$ cat src/rtl/escalonador_pkg.sv
// escalonador_pkg
// Shared definitions for the active-node scheduler slice:
//   - default parameter values for the scheduler and its interface
//   - FSM state encoding (3-bit localparams, kept numeric for legacy tools)
//   - criterio_lsb(): bit offset of slot i inside the packed criterion bus
package escalonador_pkg;

    localparam int NUM_NA_PADRAO         = 8;
    localparam int CRITERIO_WIDTH_PADRAO = 5;
    localparam int IDX_WIDTH_PADRAO      = 3;
    localparam int TIMEOUT_CICLOS_PADRAO = 12;

    localparam logic [2:0] EST_OCIOSO  = 3'd0;
    localparam logic [2:0] EST_DISPARO = 3'd1;
    localparam logic [2:0] EST_ESPERA  = 3'd2;
    localparam logic [2:0] EST_BUSCA   = 3'd3;
    localparam logic [2:0] EST_OFERTA  = 3'd4;

    // Slot i of a packed criterion bus occupies [largura*i +: largura].
    function automatic int criterio_lsb(input int slot, input int largura);
        return slot * largura;
    endfunction

endpackage

$ cat src/rtl/escalonador_if.sv
// escalonador_if
// Selection handshake between the scheduler (master) and the expansion
// stage (slave).
//   sel_valid_out     master -> slave  selection offered
//   sel_ack_in        slave -> master  accept, effective with sel_valid_out
//   sel_idx_out       master -> slave  chosen slot index
//   sel_onehot_out    master -> slave  chosen slot, one-hot (zero when empty)
//   sel_criterio_out  master -> slave  criterion of chosen slot
//   sel_vazio_out     master -> slave  no active node / no match
interface escalonador_if
    import escalonador_pkg::*;
#(
    parameter int NUM_NA         = NUM_NA_PADRAO,
    parameter int CRITERIO_WIDTH = CRITERIO_WIDTH_PADRAO,
    parameter int IDX_WIDTH      = IDX_WIDTH_PADRAO
);

    logic                      sel_valid_out;
    logic                      sel_ack_in;
    logic [IDX_WIDTH-1:0]      sel_idx_out;
    logic [NUM_NA-1:0]         sel_onehot_out;
    logic [CRITERIO_WIDTH-1:0] sel_criterio_out;
    logic                      sel_vazio_out;

    modport master (
        output sel_valid_out, sel_idx_out, sel_onehot_out, sel_criterio_out, sel_vazio_out,
        input  sel_ack_in
    );

    modport slave (
        input  sel_valid_out, sel_idx_out, sel_onehot_out, sel_criterio_out, sel_vazio_out,
        output sel_ack_in
    );

endinterface

$ cat src/rtl/escalonador_busca_ptr.sv
// escalonador_busca_ptr
// Scan pointer for the BUSCA phase of escalonador_ativo.
// Optional feature macro: ESCALONADOR_RR_EN (round-robin scan start).
//   clk, rst_n      clock, asynchronous active-low reset
//   iniciar         load the start slot for a new scan
//   avancar         move to the next slot
//   confirmar       a non-empty selection was accepted (round-robin only)
//   idx_confirmado  index of that selection
//   ptr             slot currently examined
//   fim             ptr is the last slot of this scan
module escalonador_busca_ptr
    import escalonador_pkg::*;
#(
    parameter int NUM_NA    = NUM_NA_PADRAO,
    parameter int IDX_WIDTH = IDX_WIDTH_PADRAO
)
(
    input  logic                 clk,
    input  logic                 rst_n,
    input  logic                 iniciar,
    input  logic                 avancar,
    input  logic                 confirmar,
    input  logic [IDX_WIDTH-1:0] idx_confirmado,
    output logic [IDX_WIDTH-1:0] ptr,
    output logic                 fim
);

    localparam logic [IDX_WIDTH-1:0] ULTIMO_SLOT = IDX_WIDTH'(NUM_NA - 1);

`ifdef ESCALONADOR_RR_EN
    logic [IDX_WIDTH-1:0] ultimo_idx;
    logic [IDX_WIDTH-1:0] examinados;

    function automatic logic [IDX_WIDTH-1:0] proximo(input logic [IDX_WIDTH-1:0] p);
        return (p == ULTIMO_SLOT) ? '0 : p + 1'b1;
    endfunction

    // The pointer wraps, so the end of the scan is tracked by a separate
    // count of slots already examined.
    always_ff @(posedge clk or negedge rst_n) begin
        if (!rst_n) begin
            ptr        <= '0;
            examinados <= '0;
            ultimo_idx <= '0;
        end else begin
            if (iniciar) begin
                ptr        <= proximo(ultimo_idx);
                examinados <= '0;
            end else if (avancar) begin
                ptr        <= proximo(ptr);
                examinados <= examinados + 1'b1;
            end
            if (confirmar) begin
                ultimo_idx <= idx_confirmado;
            end
        end
    end

    assign fim = (examinados == ULTIMO_SLOT);
`else
    always_ff @(posedge clk or negedge rst_n) begin
        if (!rst_n) begin
            ptr <= '0;
        end else if (iniciar) begin
            ptr <= '0;
        end else if (avancar) begin
            ptr <= ptr + 1'b1;
        end
    end

    assign fim = (ptr == ULTIMO_SLOT);

    // Acceptance feedback only matters for the round-robin start.
    logic unused_confirmacao;
    assign unused_confirmacao = ^{confirmar, idx_confirmado};
`endif

endmodule

$ cat src/rtl/escalonador_ativo.sv
// escalonador_ativo
// Sequencer for the active-node minimum classifier: snapshots the active
// mask on request, pulses the classifier, waits for its result, scans for the
// first active slot whose criterion equals the returned minimum and offers it
// on a valid/ack handshake.
// Optional feature macro: ESCALONADOR_RR_EN (round-robin tie rotation, in
// escalonador_busca_ptr).
//   clk, rst_n            clock, asynchronous active-low reset
//   req_in                start a selection (sampled only when idle)
//   na_ativo_in           active mask, snapshotted at request
//   na_criterio_in        packed criteria, stable while ocupado_out
//   ca_atualizar_out      one-cycle update pulse to classifier
//   ca_pronto_in          classifier done (level)
//   ca_criterio_geral_in  classifier minimum
//   sel                   selection handshake (escalonador_if.master)
//   ocupado_out           sequencer not idle
//   erro_out              sticky fault (timeout / no match), cleared by next request
module escalonador_ativo
    import escalonador_pkg::*;
#(
    parameter int NUM_NA         = NUM_NA_PADRAO,
    parameter int CRITERIO_WIDTH = CRITERIO_WIDTH_PADRAO,
    parameter int IDX_WIDTH      = IDX_WIDTH_PADRAO,
    parameter int TIMEOUT_CICLOS = TIMEOUT_CICLOS_PADRAO
)
(
    input  logic                             clk,
    input  logic                             rst_n,
    input  logic                             req_in,
    input  logic [NUM_NA-1:0]                na_ativo_in,
    input  logic [NUM_NA*CRITERIO_WIDTH-1:0] na_criterio_in,
    output logic                             ca_atualizar_out,
    input  logic                             ca_pronto_in,
    input  logic [CRITERIO_WIDTH-1:0]        ca_criterio_geral_in,
    escalonador_if.master                    sel,
    output logic                             ocupado_out,
    output logic                             erro_out
);

    localparam int TW = $clog2(TIMEOUT_CICLOS);
    localparam logic [TW-1:0] ESPERA_MAX = TW'(TIMEOUT_CICLOS - 1);

    logic [2:0]                estado;
    logic [NUM_NA-1:0]         mascara;
    logic [CRITERIO_WIDTH-1:0] minimo;
    logic [TW-1:0]             espera_cnt;

    logic [IDX_WIDTH-1:0]      idx_q;
    logic [NUM_NA-1:0]         onehot_q;
    logic [CRITERIO_WIDTH-1:0] criterio_q;
    logic                      vazio_q;

    logic [IDX_WIDTH-1:0]      ptr;
    logic                      fim;
    logic                      acerto;
    logic                      pronto_valido;
    logic                      aceito;

    logic [CRITERIO_WIDTH-1:0] criterio_slot [NUM_NA];

    for (genvar g = 0; g < NUM_NA; g++) begin : g_slot
        assign criterio_slot[g] = na_criterio_in[criterio_lsb(g, CRITERIO_WIDTH) +: CRITERIO_WIDTH];
    end

    // The classifier drops ca_pronto_in one edge after the pulse, so the
    // first ESPERA cycle (counter still 0) sees a stale flag and is skipped.
    assign pronto_valido = (estado == EST_ESPERA) && (espera_cnt != '0) && ca_pronto_in;
    assign acerto        = mascara[ptr] && (criterio_slot[ptr] == minimo);
    assign aceito        = (estado == EST_OFERTA) && sel.sel_ack_in;

    escalonador_busca_ptr #(
        .NUM_NA    (NUM_NA),
        .IDX_WIDTH (IDX_WIDTH)
    ) u_busca_ptr (
        .clk            (clk),
        .rst_n          (rst_n),
        .iniciar        (pronto_valido),
        .avancar        ((estado == EST_BUSCA) && !acerto && !fim),
        .confirmar      (aceito && !vazio_q),
        .idx_confirmado (idx_q),
        .ptr            (ptr),
        .fim            (fim)
    );

    always_ff @(posedge clk or negedge rst_n) begin
        if (!rst_n) begin
            estado     <= EST_OCIOSO;
            mascara    <= '0;
            minimo     <= '0;
            espera_cnt <= '0;
            idx_q      <= '0;
            onehot_q   <= '0;
            criterio_q <= '0;
            vazio_q    <= 1'b0;
            erro_out   <= 1'b0;
        end else begin
            case (estado)
                EST_OCIOSO: begin
                    if (req_in) begin
                        mascara  <= na_ativo_in;
                        erro_out <= 1'b0;
                        if (na_ativo_in == '0) begin
                            // Nothing active: answer empty without bothering the classifier.
                            idx_q      <= '0;
                            onehot_q   <= '0;
                            criterio_q <= '0;
                            vazio_q    <= 1'b1;
                            estado     <= EST_OFERTA;
                        end else begin
                            estado <= EST_DISPARO;
                        end
                    end
                end
                EST_DISPARO: begin
                    espera_cnt <= '0;
                    estado     <= EST_ESPERA;
                end
                EST_ESPERA: begin
                    if (pronto_valido) begin
                        minimo <= ca_criterio_geral_in;
                        estado <= EST_BUSCA;
                    end else if (espera_cnt == ESPERA_MAX) begin
                        erro_out   <= 1'b1;
                        idx_q      <= '0;
                        onehot_q   <= '0;
                        criterio_q <= '0;
                        vazio_q    <= 1'b1;
                        estado     <= EST_OFERTA;
                    end else begin
                        espera_cnt <= espera_cnt + 1'b1;
                    end
                end
                EST_BUSCA: begin
                    if (acerto) begin
                        idx_q      <= ptr;
                        onehot_q   <= NUM_NA'(1) << ptr;
                        criterio_q <= criterio_slot[ptr];
                        vazio_q    <= 1'b0;
                        estado     <= EST_OFERTA;
                    end else if (fim) begin
                        // Minimum came from an inactive seed slot: no active match.
                        erro_out   <= 1'b1;
                        idx_q      <= '0;
                        onehot_q   <= '0;
                        criterio_q <= '0;
                        vazio_q    <= 1'b1;
                        estado     <= EST_OFERTA;
                    end
                end
                EST_OFERTA: begin
                    if (sel.sel_ack_in) begin
                        estado <= EST_OCIOSO;
                    end
                end
                default: begin
                    estado <= EST_OCIOSO;
                end
            endcase
        end
    end

    assign ca_atualizar_out     = (estado == EST_DISPARO);
    assign ocupado_out          = (estado != EST_OCIOSO);
    assign sel.sel_valid_out    = (estado == EST_OFERTA);
    assign sel.sel_idx_out      = idx_q;
    assign sel.sel_onehot_out   = onehot_q;
    assign sel.sel_criterio_out = criterio_q;
    assign sel.sel_vazio_out    = vazio_q;

endmodule

$ cat src/flat_wrapper.sv
// flat-port wrapper written by rule: the top's interface ports become plain ports
module escalonador_ativo_flat import escalonador_pkg::*;
#(
    parameter int NUM_NA         = NUM_NA_PADRAO,
    parameter int CRITERIO_WIDTH = CRITERIO_WIDTH_PADRAO,
    parameter int IDX_WIDTH      = IDX_WIDTH_PADRAO,
    parameter int TIMEOUT_CICLOS = TIMEOUT_CICLOS_PADRAO
)
  (clk, rst_n, req_in, na_ativo_in, na_criterio_in, ca_atualizar_out, ca_pronto_in, ca_criterio_geral_in, ocupado_out, erro_out, sel_sel_valid_out, sel_sel_idx_out, sel_sel_onehot_out, sel_sel_criterio_out, sel_sel_vazio_out, sel_sel_ack_in);
  escalonador_if #(.NUM_NA(NUM_NA), .CRITERIO_WIDTH(CRITERIO_WIDTH), .IDX_WIDTH(IDX_WIDTH)) sel_i ();
  input  logic clk;
  input  logic rst_n;
  input  logic req_in;
  input  logic [NUM_NA-1:0] na_ativo_in;
  input  logic [NUM_NA*CRITERIO_WIDTH-1:0] na_criterio_in;
  output logic ca_atualizar_out;
  input  logic ca_pronto_in;
  input  logic [CRITERIO_WIDTH-1:0] ca_criterio_geral_in;
  output logic ocupado_out;
  output logic erro_out;
  output wire logic [$bits(sel_i.sel_valid_out)-1:0] sel_sel_valid_out;
  output wire logic [$bits(sel_i.sel_idx_out)-1:0] sel_sel_idx_out;
  output wire logic [$bits(sel_i.sel_onehot_out)-1:0] sel_sel_onehot_out;
  output wire logic [$bits(sel_i.sel_criterio_out)-1:0] sel_sel_criterio_out;
  output wire logic [$bits(sel_i.sel_vazio_out)-1:0] sel_sel_vazio_out;
  input wire logic [$bits(sel_i.sel_ack_in)-1:0] sel_sel_ack_in;
  assign sel_sel_valid_out = sel_i.sel_valid_out;
  assign sel_sel_idx_out = sel_i.sel_idx_out;
  assign sel_sel_onehot_out = sel_i.sel_onehot_out;
  assign sel_sel_criterio_out = sel_i.sel_criterio_out;
  assign sel_sel_vazio_out = sel_i.sel_vazio_out;
  assign sel_i.sel_ack_in = sel_sel_ack_in;
  escalonador_ativo #(.NUM_NA(NUM_NA), .CRITERIO_WIDTH(CRITERIO_WIDTH), .IDX_WIDTH(IDX_WIDTH), .TIMEOUT_CICLOS(TIMEOUT_CICLOS)) u_core (.clk(clk), .rst_n(rst_n), .req_in(req_in), .na_ativo_in(na_ativo_in), .na_criterio_in(na_criterio_in), .ca_atualizar_out(ca_atualizar_out), .ca_pronto_in(ca_pronto_in), .ca_criterio_geral_in(ca_criterio_geral_in), .sel(sel_i), .ocupado_out(ocupado_out), .erro_out(erro_out));
endmodule
$ cat config.mk
export PLATFORM = sky130hd
export DESIGN_NAME = escalonador_ativo_flat
export DESIGN_NICKNAME = d
export VERILOG_FILES = /design/src/rtl/escalonador_pkg.sv /design/src/rtl/escalonador_if.sv /design/src/rtl/escalonador_busca_ptr.sv /design/src/rtl/escalonador_ativo.sv /design/src/flat_wrapper.sv
export SDC_FILE = /design/constraint.sdc
export NUM_CORES = 1
export LEC_CHECK = 0
export ABC_AREA = 0
export CORE_ASPECT_RATIO = 0.8
export CORE_MARGIN = 8
export CORE_UTILIZATION = 45
export DETAILED_ROUTE_END_ITERATION = 12
export PLACE_DENSITY = 0.8
export SLEW_MARGIN = 10
export SYNTH_ARGS = -nofsm -noshare
export SYNTH_HDL_FRONTEND = slang
export SYNTH_SLANG_ARGS = --single-unit
export TNS_END_PERCENT = 10
$ cat constraint.sdc
create_clock -name clk -period 5.4 [get_ports clk]
set_input_delay 1.08 -clock clk [delete_from_list [all_inputs] [get_ports clk]]
set_output_delay 1.08 -clock clk [all_outputs]
set_load 0.01 [all_outputs]
== Word level (Yosys, flattened, before mapping) ==
Cells that the tools add are included.
Widths: inputs -> output; s select.
Cells by class
  add/sub/neg operators: 2
  multiply operators: 0
  div/mod/pow operators: 0
  magnitude comparators: 2
  equality and inequality tests: 17
  shift operators: 1
  mux-type cells: 49
  bitwise operators: 1
  reductions and logical operators: 20
Operators with widths (count)
  $mux 8: 6
  $mux 3: 15
  $mux 5: 8
  $pmux 8 s3: 1
  $bmux 5 s3: 1
  $pmux 3 s5: 1
  $pmux 5 s3: 1
  $reduce_and 6->1: 2
  $ne 2x2->1 const B: 5
  $mux 1: 9
  $pmux 3 s3: 1
  $logic_not 8->1: 1
  $mux 4: 2
  $pmux 4 s2: 1
  $shl 1x3->8 const A: 1
  $eq 3x2->1 const B: 2
  $eq 3x3->1 const B: 2
  $ne 2x1->1 const B: 3
  $pmux 1 s3: 2
  $reduce_bool 3->1: 2
  $eq 5x5->1: 1
  $logic_and 1x1->1: 5
  $add 4x1->4 const B: 1
  $eq 4x4->1 const B: 1
  other kinds (15): 18
Storage, ports and cells
  flip-flop bits (word level): 41
  latch bits: 0
  memory bits (writable): 0
  memory bits (read-only): 0
  output and inout port bits: 21
  word-level logic and storage cells: 102
  memories: 0

== Depth between registers and ports, before layout ==
  depth after elaboration: 11
  gate-level depth with buffers: 10
  gate-level depth less buffers: 8

== Hierarchy ==
From an unflattened synthesis, not the netlist that was laid out.
Second synthesis, totals
  cell total of the unflattened synthesis: 249
  area, all modules: 2580.0 um2
By module, submodules not included
  escalonador_ativo: instances 1, cells an instance 238, area each 2439.8 um2, seq. area each 950.9 um2
  escalonador_busca_ptr: instances 1, cells an instance 11, area each 140.1 um2, seq. area each 75.1 um2

== Worst setup path before layout ==
Ideal clock, no wire load.
  path type: input to register
  from: in na_criterio_in[39]
  to: reg u_core.idx_q[1], in the netlist u_core.sel.sel_idx_out[1]
  setup time: 0.121 ns
  arrival: 2.909 ns
  required time: 5.279 ns
  slack: 2.370 ns
  cell stages on the path: 8
  path through: mux4_2 > mux2i_4 > xor2_1 > o211ai_1 > o31ai_4 > nand3_4 > buf_6 > a22o_1
On the way
  cells in the longest elaborated chain, start to end: 7
  elaborated cells between the ends (all ways): 9
  classes of those cells: eq/ne: 2; mux: 5; reduce/logical: 2
Ends and longest elaborated chain
  from (decl): line flat_wrapper.sv:15  | input logic [NUM_NA*CRITERIO_WIDTH-1:0] na_criterio_in;
  $bmux 5 s3 *: line escalonador_ativo.sv:68  | assign acerto = mascara[ptr] && (criterio_slot[ptr] == minimo);
  $mux 5 (not written as such) * (2 in a row): line escalonador_ativo.sv:68
  $eq 5x5->1 *: line escalonador_ativo.sv:68
  $logic_and 1x1->1 *: line escalonador_ativo.sv:68
  $ne 3x1->1 (no line) / $mux 3 (equally long branches)
  $reduce_and 6->1 (no line) / $pmux 3 s3 (equally long branches)
  to (signal assigned): line escalonador_ativo.sv:135  | idx_q <= ptr;
  to (decl): line escalonador_ativo.sv:48  | logic [IDX_WIDTH-1:0] idx_q;
Mark *: on every way between the ends. The rest lies on a longest branch, timed or not. The select of a mux whose other input is x is not followed.
A chain may end at the register's enable or synchronous reset.

== Worst setup path in the final report ==
  from: in na_criterio_in[23]
  to: reg u_core.onehot_q[6], in the netlist u_core.sel.sel_onehot_out[6]
On the way
  cells in the longest elaborated chain, start to end: 7
  elaborated cells between the ends (all ways): 9
  classes of those cells: eq/ne: 2; mux: 5; reduce/logical: 2
Ends and longest elaborated chain
  $bmux 5 s3 *: line escalonador_ativo.sv:68
  $mux 5 (not written as such) * (2 in a row): line escalonador_ativo.sv:68
  $eq 5x5->1 *: line escalonador_ativo.sv:68
  $logic_and 1x1->1 *: line escalonador_ativo.sv:68
  $ne 3x1->1 (no line) / $mux 8 (equally long branches)
  $reduce_and 6->1 (no line) / $pmux 8 s3 (equally long branches)
  to (signal assigned): line escalonador_ativo.sv:136  | onehot_q <= NUM_NA'(1) << ptr;
  to (decl): line escalonador_ativo.sv:49  | logic [NUM_NA-1:0] onehot_q;
Marked as above.

==> qor.yml <==
met2_usage_pct: 22.6
synthFlopType: "dfrtp_1"
dp_slack_ns: 1.69
cts_tree: "yes"
synth_top_area_share_pct: 44.7
slew_violations: 0
firstDrtPassIters: 4
die_area_mm2: 0.00766
grt_use_total_pct: 15.5
htree_levels: 2
period_share_pct: 63.7
clock_latency_ns: 0.29
powerDensity_mw_per_mm2: 415
max_freq_mhz: 291
yosys_warnings: 0
synth_area_leaders: "dfrtp_1, mux2_2, mux4_2"
whs_endpoint: "u_core.sel.sel_idx_out[2]$_DFFE_PN0P_"
ys_seq_elements: 41
io_pins: 79
cts_hold_buffers: 0
crit_slowest_cell: "nor4_2"
regToRegSetupSlack_ns: 2.06
critPathLaunch: "na_criterio_in[23]"
netlist_instances: 199
ant_nets: 0
synth_edf_count: 0
worstSetupPathType: "primary input to flip-flop"
syn-num-nets: 265
start_util_pct: 46.1
setup_violations: 0
fin_nets: 343
drc: 0
min_from: "u_core.sel.sel_idx_out[2]$_DFFE_PN0P_"
via_count: 1844
grt_overflow: 0
cp.arrival_ns: 3.68
end_kind: "flip-flop"
yosysTopAreaCell: "dfrtp_1"
fin_ws_ns: 1.96
portBuffers: 78
grt_pass1_wl_um: 9270
syn-cell-area_mm2: 0.00230
grt_busiest_layer: "met2"
synth_cell_types: 36
cts_setup_buffers: 0
gp_congestion: 0.792
avgSynthCellArea_um2: 11.5
cts-root-buf: "clkbuf_8"
diodes: 0
wirelength_um: 5910
maxCapViolCount: 0
antenna_found_initial: 0
use_met1_pct: 21.9
max-slew-margin-rel_pct: 41.2
worst-path-max-fanout: 8
finalCriticalPeriod_ns: 3.44
placementRows: 23
drive_gt1_share_pct: 16.5
use_met3_pct: 3.67
grt_start_max_net_pins: 42
die_w_um: 95.9
status: "finished clean"
timing.final.hold_violations: 0
die_height_um: 79.9
r2r_start: "u_core.u_busca_ptr.ptr[0]$_DFFE_PN0P_"
cts_resized: 0
synthArstFlopShare_pct: 100
worst_pin_slew_ns: 0.882
clock_path_buffers: 2
min_path_type: "flip-flop to flip-flop"
drt-initial-drc-count: 103
worstReg2RegEnd: "u_core.sel.sel_onehot_out[6]$_DFFE_PN0P_"
max_stage_delay_ns: 0.63
syn2layout_area_growth_pct: 39.3
leakagePower_nw: 1.37
whs_path_depth: 1
r2r_cells: 8
max-vdd-ir-drop_mv: 0.362
final_util_pct: 64.2
synth.most_common_cell: "dfrtp_1"
first_global_vias: 1821
rsz0062_at_grt: "no"
routedWlPerCell_um: 17.4
clock_skew_ns: 0.00249
synth.yosys.seq_area_share_pct: 44.7
setup-tns-final_ns: 0
vias_per_cell: 5.42
critical_path.cell_chain: "clkdlybuf4s50_1 > mux4_2 > mux2i_1 > xnor2_1 > nor4_2 > buf_4 > and2_1 > a22o_1"
startpoint_type: "primary input"
synth_common_cells: "dfrtp_1, mux2_2, a22o_1, inv_1, nor2_1"
clk_pin_slew_worst_paths_ns: 0.08
cts_buffers: 5
coreArea_mm2: 0.00498
clock-sinks: 41
dp_hpwl_um: 4610
required_ns: 5.63
[final cells by class]
cell class	instances	area [µm²]
clock buffers	6	72.6
inverters	15	56.3
clock inverters	2	10.0
flip-flops and latches	41	1030
multi-input cells	134	1160
well taps	62	77.6
fillers	429	1780
repair buffers	80	791
[metal layers]
| layer | vias to the layer above | wire (µm) |
|---|---|---|
| met3 | 7 | 431 |
| li1 | 887 | - |
| met4 | 0 | 68 |
| met1 | 895 | 2740 |
| met2 | 55 | 2670 |
| met5 | - | 0 |
[how the worst max path moves through the flow]
stage,slack (ns),cells after the start,to
global placement,1.73,9,u_core.sel.sel_onehot_out[5]$_DFFE_PN0P_
global route,1.82,8,u_core.sel.sel_onehot_out[5]$_DFFE_PN0P_
CTS,1.97,8,u_core.sel.sel_onehot_out[6]$_DFFE_PN0P_
floorplan,2.37,8,u_core.sel.sel_idx_out[1]$_DFFE_PN0P_
detailed placement,1.69,8,u_core.sel.sel_onehot_out[5]$_DFFE_PN0P_
finish,1.96,8,u_core.sel.sel_onehot_out[6]$_DFFE_PN0P_
[through the flow]
step	hold slack [ns]	total power [mW]	area, µm²	instances
floorplan	0.475	0.959	2300	199
global placement	0.469	1.12	3120	332
detailed placement	0.473	1.14	3120	332
CTS	0.491	1.34	3200	340
global route	0.520	1.43	3200	340
finish	0.500	1.33	3200	340
[report_power, final]
group	internal [mW]	leakage, nW	switching (mW)
registers	0.398	0.529	0.0978
logic	0.333	0.796	0.305
clock network	0.0896	0.0450	0.104
[cells by family (layout without fill, tap and decap cells)]
logic type / Yosys count / in the layout / synth area share, %
flip-flops: 41 / 41 / 44.7
AO/OA/AOI/OAI: 40 / 40 / 13.3
buffers and inverters: 24 / 103 / 4.85
multiplexers: 32 / 32 / 20.1
adder cells (fa/ha/maj): 8 / 8 / 4.36
AND/OR/NAND/NOR: 50 / 50 / 11.2
XOR/XNOR: 4 / 4 / 1.53
[worst max-delay path, delay by kind of cell]
kind	cells	cell delay, ns
compound gates	1	0.15
xor+xnor	1	0.19
buf+inv	2	0.67
mux	2	0.75
simple gates	2	0.84
[state kept, by name (all words and copies together), names as in the netlist]
| signal | count |
|---|---|
| u_core.u_busca_ptr.ptr | 3 |
| u_core.sel.sel_idx_out | 3 |
| u_core.mascara | 8 |
| u_core.sel.sel_onehot_out | 8 |
| u_core.estado | 3 |
| u_core.sel.sel_vazio_out | 1 |
| u_core.espera_cnt | 4 |
| u_core.minimo | 5 |
| u_core.sel.sel_criterio_out | 5 |
| u_core.erro_out | 1 |
[placed cells by master, fill, tap and decap left out, types with 2 or more instances in the layout]
master           synthesis  final
a21oi_1                  3      3
o31ai_1                  2      2
inv_1                   15     15
dfrtp_1                 41     41
mux2_2                  22     22
clkbuf_8                 0      5
buf_4                    1      2
nor2_1                  15     15
xnor2_1                  2      2
a22o_1                  15     15
nand3_1                  4      4
or4_1                    2      2
clkdlybuf4s50_1          0     77
clkinv_2                 0      2
nor3_1                   3      3
ha_1                     8      8
or2_2                    2      2
o22ai_1                  6      6
nand4_1                  2      2
xor2_1                   2      2
nand2b_1                 3      3
nand2_1                  9      9
and2_1                   4      4
mux4_2                   8      8
o21ai_0                  7      7
a311oi_1                 2      2
or3_1                    4      4
Power figures use the tool's default switching activity.
